===== src/rtl/redstone_pkg.sv =====
// redstone_pkg: shared redstone types and game timing constants.
package redstone_pkg;
  typedef bit [3:0] redstone;
  localparam int REDSTONE_MAX = 15;
  localparam int HOPPER_COOLDOWN = 8;
  localparam int GAME_TICKS_PER_REDSTONE_TICK = 2;
endpackage


===== src/rtl/hopper_if.sv =====
// hopper_if: item handshakes plus lock and fill-level signals around a hopper.
interface hopper_if #(parameter int CAPACITY = 320) ();
  import redstone_pkg::*;
  localparam int CW = $clog2(CAPACITY + 1);
  logic in_valid;
  logic in_ready;
  logic out_valid;
  logic out_ready;
  redstone lock;
  redstone level;
  logic [CW-1:0] count;
  modport master (output in_valid, out_ready, lock, input in_ready, out_valid, level, count);
  modport slave (input in_valid, out_ready, lock, output in_ready, out_valid, level, count);
endinterface


===== src/rtl/fill_level.sv =====
// fill_level: container item count to comparator strength, 0 when empty else 1 + floor(14*count/CAPACITY).
module fill_level
  import redstone_pkg::*;
#(
  parameter int CAPACITY = 320,
  localparam int CW = $clog2(CAPACITY + 1),
  localparam int PW = $clog2(14 * CAPACITY + 1)
) (
  input  logic [CW-1:0] count,
  output redstone       level
);
  logic [PW-1:0] prod;
  logic [PW-1:0] q;
  assign prod = PW'(count) * PW'(14);
  assign q = prod / PW'(CAPACITY);
  assign level = (count == '0) ? redstone'(0) : redstone'(4'(q) + 4'd1);
endmodule


===== src/rtl/hopper.sv =====
// hopper: item buffer with rate-limited, lockable output and a registered fill-level strength.
module hopper
  import redstone_pkg::*;
#(
  parameter int CAPACITY = 320,
  parameter int COOLDOWN = HOPPER_COOLDOWN
) (
  input logic       clk,
  input logic       rst_n,
  hopper_if.slave   bus
);
  localparam int CW = $clog2(CAPACITY + 1);
  localparam int CDW = (COOLDOWN > 1) ? $clog2(COOLDOWN) : 1;
  logic [CW-1:0] count;
  logic [CW-1:0] count_next;
  logic [CDW-1:0] cd;
  logic [CDW-1:0] cd_next;
  redstone level;
  redstone level_next;
  logic push;
  logic pull;
  assign bus.in_ready = count < CW'(CAPACITY);
  assign bus.out_valid = (count != '0) && (bus.lock == '0) && (cd == '0);
  assign bus.count = count;
  assign bus.level = level;
  assign push = bus.in_valid && bus.in_ready;
  assign pull = bus.out_valid && bus.out_ready;
  always_comb begin
    count_next = (push && !pull) ? count + CW'(1) : (pull && !push) ? count - CW'(1) : count;
    // waking an empty hopper costs a full cooldown before the first transfer
    cd_next = (pull || (push && count == '0)) ? CDW'(COOLDOWN - 1) : (cd != '0) ? cd - CDW'(1) : cd;
  end
  fill_level #(.CAPACITY(CAPACITY)) u_fill (.count(count_next), .level(level_next));
  always_ff @(posedge clk or negedge rst_n) begin
    if (!rst_n) begin
      count <= '0;
      cd <= '0;
      level <= '0;
    end else begin
      count <= count_next;
      cd <= cd_next;
      level <= level_next;
    end
  end
endmodule


===== src/flat_wrapper.sv =====
// flat-port wrapper written by rule: the top's interface ports become plain ports
module hopper_flat import redstone_pkg::*;
#(
  parameter int CAPACITY = 320,
  parameter int COOLDOWN = HOPPER_COOLDOWN
)
  (clk, rst_n, bus_in_valid, bus_out_ready, bus_lock, bus_in_ready, bus_out_valid, bus_level, bus_count);
  hopper_if #(.CAPACITY(CAPACITY)) bus_i ();
  input logic clk;
  input logic rst_n;
  input wire logic [$bits(bus_i.in_valid)-1:0] bus_in_valid;
  input wire logic [$bits(bus_i.out_ready)-1:0] bus_out_ready;
  input wire logic [$bits(bus_i.lock)-1:0] bus_lock;
  output wire logic [$bits(bus_i.in_ready)-1:0] bus_in_ready;
  output wire logic [$bits(bus_i.out_valid)-1:0] bus_out_valid;
  output wire logic [$bits(bus_i.level)-1:0] bus_level;
  output wire logic [$bits(bus_i.count)-1:0] bus_count;
  assign bus_i.in_valid = bus_in_valid;
  assign bus_i.out_ready = bus_out_ready;
  assign bus_i.lock = bus_lock;
  assign bus_in_ready = bus_i.in_ready;
  assign bus_out_valid = bus_i.out_valid;
  assign bus_level = bus_i.level;
  assign bus_count = bus_i.count;
  hopper #(.CAPACITY(CAPACITY), .COOLDOWN(COOLDOWN)) u_core (.clk(clk), .rst_n(rst_n), .bus(bus_i));
endmodule

===== config.mk =====
export PLATFORM = sky130hd
export DESIGN_NAME = hopper_flat
export DESIGN_NICKNAME = d
export VERILOG_FILES = /design/src/rtl/redstone_pkg.sv /design/src/rtl/hopper_if.sv /design/src/rtl/fill_level.sv /design/src/rtl/hopper.sv /design/src/flat_wrapper.sv
export SDC_FILE = /design/constraint.sdc
export NUM_CORES = 1
export LEC_CHECK = 0
export CORE_ASPECT_RATIO = 0.7
export CORE_MARGIN = 2
export CORE_UTILIZATION = 45
export CTS_CLUSTER_DIAMETER = 60
export DETAILED_ROUTE_END_ITERATION = 10
export PLACE_DENSITY = 0.65
export SYNTH_ARGS = -nofsm -noshare
export SYNTH_HDL_FRONTEND = slang
export SYNTH_HIERARCHICAL = 1
export SYNTH_SLANG_ARGS = --single-unit

===== constraint.sdc =====
create_clock -name clk -period 9.7 [get_ports clk]
set_clock_uncertainty 0.1 [all_clocks]
set_input_delay 1.94 -clock clk [delete_from_list [all_inputs] [get_ports clk]]
set_output_delay 1.94 -clock clk [all_outputs]
set_load 0.02 [all_outputs]

==> results.sh <==
export IMPL_clockBufferDepth=2
export IMPL_hp_class="register to register"
export IMPL_cp_required_ns=9.72
export IMPL_setup_viol=0
export IMPL_postPlaceCellArea_um2=2580
export IMPL_clkLatencyLatePin_ns=0.24
export IMPL_worst_pin_slew_ns=1.05
export IMPL_cpPeakStageDelay_ns=0.84
export IMPL_relSlewSlack_pct=29.1
export IMPL_syn_nets=307
export IMPL_mostFrequentLayoutCells="inv_1, a21oi_1, clkdlybuf4s50_1, ha_1"
export IMPL_drt_iter0_markers=165
export IMPL_maxSlewViolCount=0
export IMPL_rsz0062_at_grt="false"
export IMPL_status="finished, final reports clean"
export IMPL_reg2reg_slack_ns=2.87
export IMPL_r2r_end="u_core/bus.level[1]"
export IMPL_antenna_left=0
export IMPL_num_rows=21
export IMPL_antenna_cells=0
export IMPL_syn_avg_cell_area_um2=8.55
export IMPL_clock_root_buffer="clkbuf_8"
export IMPL_cts_made_buffers=3
export IMPL_yosysUniqueCellTypes=60
export IMPL_layout_nets=328
export IMPL_cp_max_fo=13
export IMPL_clock_sinks=16
export IMPL_netlist_area_um2=2310
export IMPL_synth_seq_cells=16
export IMPL_area_growth_pct=14.3
export IMPL_cpMaxStageDelayCell="a2111oi_4"
export IMPL_drc_errors=0
export IMPL_r2r_start="u_core/bus.count[0]"
export IMPL_routabilityCongestion=0.976
export IMPL_setup_tns_ns=0
export IMPL_start_util_pct=47.5
export IMPL_final_cell_area_um2=2640
export IMPL_grtUsageTotal_pct=20.5
export IMPL_finalHoldViolCount=0
export IMPL_synthCells=270
export IMPL_crit_path_frequent_cell="ha_1"
export IMPL_end_kind="register"
export IMPL_register_area_um2=400
export IMPL_htree_levels=1
export IMPL_via_per_inst=5.85
export IMPL_grt_overflow=0
export IMPL_path_cells="clkdlybuf4s50_1 > or4_4 > a2111oi_4 > mux2i_1 > xnor2_1 > fa_1 > ha_1 > o211ai_1 > a21o_1 > a21oi_1 > a2111oi_2 > o311ai_1 > o31a_1 > o21a_1 > inv_1 > maj3_2 > o21ai_1 > ha_1 > nor2b_1"
export IMPL_final_fill_count=446
export IMPL_utilization_pct=54.3
export IMPL_ys_flop_type="dfrtp_1"
export IMPL_grt_pass1_vias=1925
export IMPL_critical_path_class="input pin to register"
export IMPL_cp_data_arrival_time_ns=8.31
export IMPL_io_pins=23
export IMPL_fp_dieArea_um2=5730
export IMPL_postCtsSetupRepairBufs=0
export IMPL_ys_seq_area_share_pct=17.3
export IMPL_core_um2=4860
export IMPL_vias=2100
export IMPL_period_needed_ns=8.28
export IMPL_tritoncts="built"
export IMPL_path_buf_inv=2
export IMPL_routed_wl_um=5460
export IMPL_yosys_warnings=6
export IMPL_max_freq_mhz=121
export IMPL_worstSetupStartpoint="bus_lock[1]"
export IMPL_critPathLaunchType="input pin"
export IMPL_endpoint="u_core/bus.level[1]"
export IMPL_drive_gt1_share_pct=7.24
export IMPL_hold_buffers=0
export IMPL_grt_pass1_wl_um=9380
export IMPL_final_common_cell="inv_1"
export IMPL_clkTransAtPathRegs_ns=0.06
export IMPL_numPortBuffers=22
export IMPL_grt_max_degree=17
export IMPL_maxCapViolations=0
export IMPL_hpwlAfterDp_um=4360
export IMPL_holdWs_ns=0.415
export IMPL_antenna_found_initial=0
export IMPL_die_w_um=89.6
export IMPL_wl_per_cell_um=15.2
export IMPL_synthArstFlopShare_pct=100
export IMPL_period_share_pct=85.4
export IMPL_path_delay_family="compound AO/OA/AOI/OAI gates"
export IMPL_r2r_cells=20
export IMPL_drtPass1Iterations=4
export IMPL_synth_edf_count=0
export IMPL_ctsResizeCount=0
export IMPL_multiInputGateArea_um2=1780
export IMPL_cp_depth=19
export IMPL_die_h_um=63.9
==> through the flow <==
stage	cells	setup slack, ns
after CTS	359	1.48
after global placement	355	1.28
after floorplan	270	2.62
after global routing	359	0.957
after detailed placement	355	1.22
final	359	1.42
==> worst min path at each step <==
stage / slack, ns / startpoint / endpoint / cells past startpoint
6_report: 0.41 / u_core/cd[1] / u_core/cd[1] / 2
5_1_grt: 0.44 / u_core/cd[2] / u_core/cd[2] / 2
4_1_cts: 0.42 / u_core/cd[1] / u_core/cd[1] / 2
3_5_place_dp: 0.40 / u_core/cd[1] / u_core/cd[1] / 2
3_3_place_gp: 0.41 / u_core/cd[1] / u_core/cd[1] / 2
2_1_floorplan: 0.38 / u_core/cd[1] / u_core/cd[1] / 2
==> cell type report <==
| type | instances | area share (%) |
|---|---|---|
| inverter | 25 | 3.56 |
| sequential | 16 | 15.2 |
| tap | 69 | 3.27 |
| multi-input combinational | 223 | 67.6 |
| clock buffer | 4 | 2.09 |
| timing repair buffer | 22 | 8.35 |
==> sequential cells by signal, indices dropped and copies added, names as in the netlist <==
signal / cells
u_core/bus.count: 9
u_core/bus.level: 4
u_core/cd: 3
==> kinds of logic after synthesis <==
group | after synthesis | synth area share, %
compound gates | 93 | 28.8
fa+ha+maj | 30 | 19.1
simple gates | 75 | 18.6
xor+xnor | 17 | 7.10
mux | 8 | 3.52
flops | 16 | 17.3
buf+inv | 31 | 5.47
==> cell usage after synthesis, types with 5 or more instances <==
master,instances,share of area [%]
fa_1,9,7.8
inv_1,24,3.9
ha_1,20,11
nor2_1,16,2.6
a21oi_1,23,5.0
o21ai_0,13,2.8
a21o_1,7,2.3
o211ai_1,6,2.0
nand3_1,5,1.1
nand2_1,13,2.1
nor3_1,8,1.7
a211oi_1,5,1.6
o21a_1,5,1.6
dfrtp_1,16,17
mux2i_1,7,3.0
xnor2_1,12,4.6
==> routing by layer <==
layer  global-route usage [%]  share of wire [%]
met2                     26.7                 38
met4                     2.05               0.31
met5                        0                  0
met1                     34.1                 54
met3                     5.04                7.2
==> tightest hold or removal path: stages, from the launching register on <==
cell and delay, ns:
dfrtp_1 0.34, o21ai_0 0.08, nand2_1 0.06
Power is not shown: default switching activity piles up to over one toggle a cycle in this logic, so the estimate is an artifact.
